===== src/rtl/trans_addr_pipe_pkg.sv =====
// Shared definitions for the transpose address delay line: default widths,
// parameter limits and the in-flight counter width derivation.
package trans_addr_pipe_pkg;

    localparam int ADDR_W_DEF = 10;
    localparam int N_CH_MAX   = 8;
    localparam int DEPTH_MAX  = 16;

    // Counter must represent 0..depth inclusive.
    function automatic int cnt_w_f(input int depth);
        return $clog2(depth + 1);
    endfunction

endpackage


===== src/rtl/trans_addr_stage.sv =====
// One pipeline stage of the transpose address delay line: address bundle plus
// write strobe, with clear (highest priority), load and hold.
module trans_addr_stage
    import trans_addr_pipe_pkg::*;
#(
    parameter int W = 2 * ADDR_W_DEF
) (
    input  logic         clk,
    input  logic         rst,
    input  logic         load,
    input  logic         clear,
    input  logic [W-1:0] addr_in,
    input  logic         wr_in,
    output logic [W-1:0] addr_q,
    output logic         wr_q
);

    logic [W-1:0] addr_d;
    logic         wr_d;

    // Next-state select: clear beats load, otherwise hold.
    always_comb begin
        addr_d = addr_q;
        wr_d   = wr_q;
        if (clear) begin
            addr_d = '0;
            wr_d   = 1'b0;
        end else if (load) begin
            addr_d = addr_in;
            wr_d   = wr_in;
        end else begin
            addr_d = addr_q;
            wr_d   = wr_q;
        end
    end

    // Stage register.
    always_ff @(posedge clk or negedge rst) begin
        if (!rst) begin
            addr_q <= '0;
            wr_q   <= 1'b0;
        end else begin
            addr_q <= addr_d;
            wr_q   <= wr_d;
        end
    end

endmodule


===== src/rtl/trans_addr_pipe.sv =====
// Parametrised delay line for transpose-buffer address/write bundles with
// stall, flush, an in-flight write counter and per-channel RAW hazard flags.
module trans_addr_pipe
    import trans_addr_pipe_pkg::*;
#(
    parameter  int ADDR_W = ADDR_W_DEF,
    parameter  int N_CH   = 2,
    parameter  int DEPTH  = 2,
    localparam int CNT_W  = cnt_w_f(DEPTH)
) (
    input  logic                   clk,
    input  logic                   rst,
    input  logic                   stall,
    input  logic                   flush,
    input  logic [N_CH*ADDR_W-1:0] trans_addr,
    input  logic                   write,
    output logic [N_CH*ADDR_W-1:0] reg_trans_addr,
    output logic                   reg_write,
    output logic [CNT_W-1:0]       in_flight,
    output logic [N_CH-1:0]        hazard
);

    localparam int AW = N_CH * ADDR_W;

    logic [AW-1:0]    addr_in_s [DEPTH];
    logic             wr_in_s   [DEPTH];
    logic [AW-1:0]    addr_s    [DEPTH];
    logic             wr_s      [DEPTH];
    logic             load_s;
    logic [CNT_W-1:0] in_flight_d;
    logic [CNT_W-1:0] in_flight_q;
    logic [N_CH-1:0]  hazard_s;

    assign load_s = ~stall;

    for (genvar k = 0; k < DEPTH; k++) begin : g_stage
        if (k == 0) begin : g_head
            assign addr_in_s[k] = trans_addr;
            assign wr_in_s[k]   = write;
        end else begin : g_tail
            assign addr_in_s[k] = addr_s[k-1];
            assign wr_in_s[k]   = wr_s[k-1];
        end

        trans_addr_stage #(
            .W (AW)
        ) u_stage (
            .clk     (clk),
            .rst     (rst),
            .load    (load_s),
            .clear   (flush),
            .addr_in (addr_in_s[k]),
            .wr_in   (wr_in_s[k]),
            .addr_q  (addr_s[k]),
            .wr_q    (wr_s[k])
        );
    end

    // Incremental popcount of the stage strobes; enter and exit together cancel.
    always_comb begin
        in_flight_d = in_flight_q;
        if (flush) begin
            in_flight_d = '0;
        end else if (stall) begin
            in_flight_d = in_flight_q;
        end else if (write && !wr_s[DEPTH-1]) begin
            in_flight_d = in_flight_q + CNT_W'(1);
        end else if (!write && wr_s[DEPTH-1]) begin
            in_flight_d = in_flight_q - CNT_W'(1);
        end else begin
            in_flight_d = in_flight_q;
        end
    end

    // In-flight counter register.
    always_ff @(posedge clk or negedge rst) begin
        if (!rst) begin
            in_flight_q <= '0;
        end else begin
            in_flight_q <= in_flight_d;
        end
    end

    // Per-channel compare of the live input against every stage holding a write.
    always_comb begin
        hazard_s = '0;
        for (int c = 0; c < N_CH; c++) begin
            for (int k = 0; k < DEPTH; k++) begin
                hazard_s[c] = hazard_s[c]
                            | (wr_s[k] & (addr_s[k][c*ADDR_W +: ADDR_W]
                                          == trans_addr[c*ADDR_W +: ADDR_W]));
            end
        end
    end

    assign reg_trans_addr = addr_s[DEPTH-1];
    assign reg_write      = wr_s[DEPTH-1];
    assign in_flight      = in_flight_q;
    assign hazard         = hazard_s;

endmodule


===== config.mk =====
export PLATFORM = sky130hd
export DESIGN_NAME = trans_addr_pipe
export DESIGN_NICKNAME = d
export VERILOG_FILES = /design/src/rtl/trans_addr_pipe_pkg.sv /design/src/rtl/trans_addr_stage.sv /design/src/rtl/trans_addr_pipe.sv
export SDC_FILE = /design/constraint.sdc
export NUM_CORES = 1
export LEC_CHECK = 0
export ABC_AREA = 1
export BUFFER_PORTS_ARGS = -buffer_cell sky130_fd_sc_hd__buf_2
export CAP_MARGIN = 20
export CORE_MARGIN = 1.5
export CORE_UTILIZATION = 40
export CTS_BUF_LIST = sky130_fd_sc_hd__clkbuf_4 sky130_fd_sc_hd__clkbuf_8 sky130_fd_sc_hd__clkbuf_16
export DETAILED_ROUTE_END_ITERATION = 6
export PLACE_DENSITY = 0.65
export SYNTH_ARGS = -nofsm -noshare
export SYNTH_HDL_FRONTEND = slang
export SYNTH_HIERARCHICAL = 1
export SYNTH_SLANG_ARGS = --single-unit

===== constraint.sdc =====
create_clock -name clk -period 0.9 [get_ports clk]
set_input_delay 0.045 -clock clk [delete_from_list [all_inputs] [get_ports clk]]
set_output_delay 0.045 -clock clk [all_outputs]
set_load 0.01 [all_outputs]

==> results.json, run 1 <==
{
  "drv_cap": 0,
  "ir_drop_uv": 776.1,
  "antenna_found_initial": 0,
  "place_area_mm2": 0.003264,
  "hpwl_um": 4802,
  "tightestPinTransition_ns": 0.2974,
  "min_from": "trans_addr[17]",
  "synthCells": 386,
  "holdWs_ns": 0.01344,
  "clk_latency_ns": 0.30,
  "syn-cell-area_mm2": 0.002645,
  "clk_pin_slew_ns": 0.09,
  "post-route-period-util": 1.526,
  "clockBufferDepth": 2,
  "cp-start-kind": "flip-flop",
  "viasPerCell": 4.651,
  "cts_root_buf": "clkbuf_8",
  "ys_seq_elements": 44,
  "status": "finished, violations left",
  "grt.total_usage": 0.2054,
  "finalWirelength_um": 6905,
  "gp_congestion": 0.8388,
  "dpl_worst_slack_ns": -0.2112,
  "ant_nets": 0,
  "worst_r2r_startpoint": "g_stage[1].u_stage/wr_q$_DFFE_PN0P_",
  "syn2layout_area_growth_pct": 38.32,
  "core_mm2": 0.006386,
  "syn_nets": 411,
  "drive_gt1_frac": 0.2619,
  "holdPathEnd": "g_stage[0].u_stage/addr_q[17]$_DFFE_PN0P_",
  "power_leakage_nw": 2.133,
  "final_core_util": 0.5729,
  "grt.overflow.total": 0,
  "vias": 2614,
  "cts.sinks": 44,
  "worstPathMaxFanout": 3,
  "grt_pass1_wl_um": 11730,
  "nFillCells": 632,
  "ys_warn_count": 6,
  "period_minus_slack_ns": 1.374,
  "final_area_mm2": 0.003659,
  "crit_type": "flip-flop to output port",
  "holdPathStages": 3,
  "io_buffers": 49,
  "synth_cell_type_count": 19,
  "slew_viol_final": 0,
  "powerDensity_mw_per_mm2": 1281,
  "diodes": 0,
  "cts_tree": "built",
  "r2r_slack_ns": -0.13,
  "initial_core_util": 0.4142,
  "finalNetCount": 509,
  "worstPathRequired_ns": 0.85,
  "critPathArrivalTime_ns": 1.33,
  "wl_per_cell_um": 12.29,
  "die_width_um": 84.32,
  "setup_viol": 26,
  "dieArea_mm2": 0.007109,
  "violations": "setup timing",
  "rr_worst_depth": 6,
  "drt_iter0_drc": 129,
  "p_total_w": 0.004687,
  "ys_seq_area_frac": 0.4163,
  "worst_clock_skew_ns": 0.007402,
  "grt_max_degree": 35,
  "h-tree-depth": 2,
  "avgSynthCellArea_um2": 6.852,
  "r2r_end": "in_flight[0]$_DFFE_PN0P_",
  "hold_path.class": "primary input to flip-flop",
  "fmax_mhz": 728.0,
  "pin_count": 50,
  "cts_buffers": 5,
  "crit_start": "g_stage[1].u_stage/addr_q[11]$_DFFE_PN0P_",
  "first_pass_iters": 4,
  "grt_pass1_vias": 2590,
  "slew_headroom": 0.8018,
  "worst_slack_ns": -0.4736,
  "timing_hold_violations_final": 0,
  "die_h_um": 84.32,
  "worst_setup_path_end_kind": "output port",
  "regArea_mm2": 0.001101,
  "multi_input_area_mm2": 0.001215,
  "fp-row-count": 29,
  "grt_setup_unrepaired": "yes",
  "drc": 0
}
## synth_stat cells
cell type,count,area share
a21oi_1,2,0.0038
buf_6,8,0.034
clkbuf_8,4,0.021
clkinv_1,2,0.0028
dfrtp_1,44,0.42
inv_1,56,0.079
inv_2,5,0.0071
nand2_1,172,0.24
nand3_1,51,0.096
nand3_2,1,0.0038
nand4_1,2,0.0047
nor2_1,20,0.028
nor2_2,1,0.0024
nor2_4,2,0.0085
o21ai_1,2,0.0038
o22ai_1,1,0.0024
or2_0,2,0.0047
xnor2_1,8,0.026
xor2_1,3,0.0099
## critical path, stage by stage, from the launching register on
cell and delay (ns):
dfrtp_1 0.42, nand2_2 0.08, nand2_1 0.06, inv_1 0.06, nand2_1 0.04, nor2_1 0.10, nand3_1 0.09, nand2_2 0.08
buf_6 0.09
## worst max path at each step
stage,endpoint,depth (start not counted)
3_5_place_dp,hazard[0],9
2_1_floorplan,in_flight[1]$_DFFE_PN0P_,7
3_3_place_gp,hazard[0],9
6_report,hazard[1],8
5_1_grt,hazard[1],6
4_1_cts,hazard[0],9
## power by group
part	total [W]	internal, W	switching, W
clock network	0.00157	0.000855	0.000716
logic	0.000973	0.000461	0.000511
registers	0.00214	0.00207	0.0000768
## placed cells by master (no fill, tap or decap), drive strengths merged, types with 3 or more instances in the layout
master	count
nand2	172
dlygate4sd3	4
clkinv	3
clkbuf	6
nor2	23
xnor2	8
buf	99
dfrtp	44
inv	61
xor2	3
nand3	52
## layer usage
metal,GRT usage,part of all wire,vias to the layer above
li1,-,-,1351
met1,0.2637,0.45,1210
met2,0.3600,0.50,48
met3,0.03736,0.038,5
met4,0.04769,0.0094,0
met5,0,0,-
## logic make-up (layout without fill, tap and decap cells)
family,after synthesis,after routing,synth area share
xor+xnor,11,11,0.03643
flops,44,44,0.4163
buf+inv,75,174,0.1443
compound gates,5,5,0.009936
simple gates,251,251,0.3931
## metrics by stage
| step | cells | setup TNS [ns] |
|---|---|---|
| detailed placement | 545 | -0.6260 |
| global route | 562 | -4.100 |
| CTS | 560 | -3.195 |
| global placement | 545 | -0.6286 |
| finish | 562 | -2.899 |
| floorplan | 386 | -0.1442 |
## area by class of cell
class / instances / share of cell area
timing repair buffer: 103 / 0.2456
multi-input combinational: 267 / 0.3321
sequential: 44 / 0.3010
clock inverter: 2 / 0.009576
inverter: 63 / 0.06464
tap: 77 / 0.02633
clock buffer: 6 / 0.02086
## registers in the layout, summed over array words and instances (netlist names)
name,flops
g_stage.u_stage/addr_q,40
g_stage.u_stage/wr_q,2
in_flight,2
## repair_timing
action | 4_1_cts | 5_1_grt
hold buffers | 4 | 0
endpoints found under the setup margin | 27 | 28
buffers inserted | 8 | 4
gates resized for setup | 34 | 10
pin swaps | 15 | 3
endpoints found under the hold margin | 47 | 0
gates cloned | 0 | 0
Note: power is estimated with default switching activity, not from simulation.
==> run 2, diff against run 1 <==
Settings changed: CORE_MARGIN 1.5 to unset, PLACE_DENSITY 0.65 to 0.63.
Clock period 0.9 ns to 1.8 ns, I/O delays scaled along.
==> run 2 against run 1 <==
  * The run now ends clean
  * Critical endpoint unchanged
  * Non-clock buffer count is 49 lower
  * Routed wire length is 9.6% lower
  * Combinational power is 65% lower
  * Largest cell class unchanged
  * Sequential power is 50% lower
  * Clock-buffer cell count is 1 lower
  * Hold slack better by 0.055 ns
  * Flip-flop and latch count stayed put
  * Final area is 19% lower
  * Global-route usage is 1.3 points lower
  * Die area is 2.4% lower
  * Register-to-register slack better by 0.89 ns
  * Worst setup slack better by 0.80 ns
==> results.json, run 2 (same netlist as run 1, synthesis figures left out) <==
{
  "wl_per_cell_um": 12.24,
  "cts_tree": "built",
  "slew_viol_final": 0,
  "cts.repair.resized": 0,
  "critPathSlowestCell": "dfrtp_1",
  "worstPathCellList": "xnor2_1, nand2_1, nor2_1, nand3_1, nand2_1, buf_2",
  "hold_path.class": "primary input to flip-flop",
  "critPathArrivalTime_ns": 1.39,
  "net-switching-power_w": 0.0005680,
  "slew_headroom": 0.5938,
  "p_int_w": 0.001411,
  "worst_clock_skew_ns": 0.004300,
  "die_h_um": 83.32,
  "final_cell_mix": "nand2_1 (172), inv_1 (56), nand3_1 (51)",
  "pin_count": 50,
  "cp-start-kind": "flip-flop",
  "first_pass_iters": 4,
  "gp_congestion": 0.8270,
  "grt_setup_unrepaired": "no",
  "syn2layout_area_growth_pct": 12.49,
  "core_mm2": 0.006350,
  "ant_nets": 0,
  "power_leakage_nw": 1.792,
  "post_cts_buffers": 0,
  "period_minus_slack_ns": 1.477,
  "worstPathRequired_ns": 1.71,
  "slowest_delay_ns": 0.41,
  "grt_pass1_wl_um": 10840,
  "h-tree-depth": 2,
  "timing_hold_violations_final": 0,
  "combPwrFrac": 0.174,
  "final_core_util": 0.4686,
  "clk_latency_ns": 0.29,
  "initial_core_util": 0.4166,
  "clockBufferDepth": 2,
  "antenna_found_initial": 0,
  "grt.total_usage": 0.1924,
  "largest_reg_flops": 40,
  "fp-row-count": 29,
  "cts.sinks": 44,
  "worstPathMaxFanout": 3,
  "crit_type": "flip-flop to output port",
  "powerDensity_mw_per_mm2": 665.1,
  "grt.overflow.total": 0,
  "grt_pass1_vias": 2342,
  "finalNetCount": 460,
  "p_seq_frac": 0.545,
  "drive_gt1_frac": 0.1547,
  "fin_setup_tns_ns": 0,
  "tightestPinTransition_ns": 0.6079,
  "final_common_cell": "nand2_1",
  "worst_setup_path_end_kind": "output port",
  "cp_common_cell": "nand2_1",
  "ir_drop_uv": 441.8,
  "vias": 2349,
  "cts_buffers": 5,
  "top_register": "g_stage.u_stage/addr_q",
  "finalWirelength_um": 6241,
  "cts_root_buf": "clkbuf_8",
  "io_buffers": 49,
  "viasPerCell": 4.606,
  "status": "finished, final reports clean",
  "fmax_mhz": 677.0,
  "drv_cap": 0,
  "setup_viol": 0,
  "nFillCells": 667,
  "post-route-period-util": 0.8206,
  "grt_max_degree": 30,
  "drt_iter0_drc": 123,
  "cts_hold_buf": 1,
  "swShare": 0.2870,
  "p_clk_frac": 0.280,
  "die_width_um": 83.32,
  "hpwl_um": 4359,
  "drc": 0,
  "diodes": 0,
  "dieArea_mm2": 0.006941,
  "clk_pin_slew_ns": 0.08
}
-- run 2: cell types whose count changed in the layout (fill, tap and decap cells not counted), moves of 2 or more --
cell / change
buf_2: +17
nand2_2: -4
dlygate4sd3_1: -3
nand2_1: +7
xnor2_1: +2
buf_4: -27
xnor2_2: -2
buf_12: -4
nor2_2: -2
buf_6: -32
nor2_1: +2
nand2_4: -3
-- run 2: worst paths after layout --
check,startpoint,to,slack [ns],cells after the start
setup / recovery,g_stage[0].u_stage/addr_q[11]$_DFFE_PN0P_,hazard[1],0.32,6
hold / removal,trans_addr[0],g_stage[0].u_stage/addr_q[0]$_DFFE_PN0P_,0.07,3
setup reg to reg,g_stage[1].u_stage/wr_q$_DFFE_PN0P_,in_flight[1]$_DFFE_PN0P_,0.76,7
hold reg to reg,g_stage[1].u_stage/addr_q[7]$_DFFE_PN0P_,g_stage[1].u_stage/addr_q[7]$_DFFE_PN0P_,0.51,2
max in group asynchronous,rst,in_flight[1]$_DFFE_PN0P_,0.95,3
min in group asynchronous,rst,g_stage[1].u_stage/addr_q[7]$_DFFE_PN0P_,0.33,2
-- run 2: power groups by stage --
| stage | logic (W) | registers, W | clock network [W] |
|---|---|---|---|
| final | 0.000345 | 0.00108 | 0.000555 |
| after CTS | 0.000349 | 0.00108 | 0.000567 |
| after global routing | 0.000395 | 0.00109 | 0.000617 |
| after detailed placement | 0.000345 | 0.00110 | 0 |
| after floorplan | 0.000216 | 0.00110 | 0 |
| after global placement | 0.000341 | 0.00110 | 0 |
-- run 2: area by class of cell --
| cell class | instances | area [um2] | area share |
|---|---|---|---|
| inverter | 63 | 236.5 | 0.07948 |
| timing repair buffer | 54 | 310.3 | 0.1043 |
| clock buffer | 5 | 68.82 | 0.02313 |
| sequential | 44 | 1101 | 0.3701 |
| tap | 77 | 96.34 | 0.03238 |
| multi-input combinational | 267 | 1162 | 0.3907 |
-- run 2: worst max-delay path, delay by kind of cell, from the launching register on --
family / cells / cell delay (ns)
XOR/XNOR: 1 / 0.24
AND/OR/NAND/NOR: 4 / 0.33
buffers and inverters: 1 / 0.12
flip-flops: 1 / 0.41
-- run 2: layer usage --
layer	GRT usage	vias up	wire, um
met2	0.3234	33	2877
met5	0	-	0
met1	0.2605	1068	3165
met4	0.04232	0	40
li1	-	1244	-
met3	0.03181	4	159
-- run 2: through the flow --
step	setup slack, ns	instances	hold WS [ns]	instance area (um2)	total power, W
after floorplan	0.8315	386	-0.2056	2645	0.001314
after global placement	0.6525	504	0.1092	2897	0.001438
after detailed placement	0.6319	504	0.1095	2897	0.001444
after CTS	0.3093	510	0.06099	2975	0.001995
after global routing	0.2394	510	0.08022	2975	0.002099
final	0.3229	510	0.06890	2975	0.001979
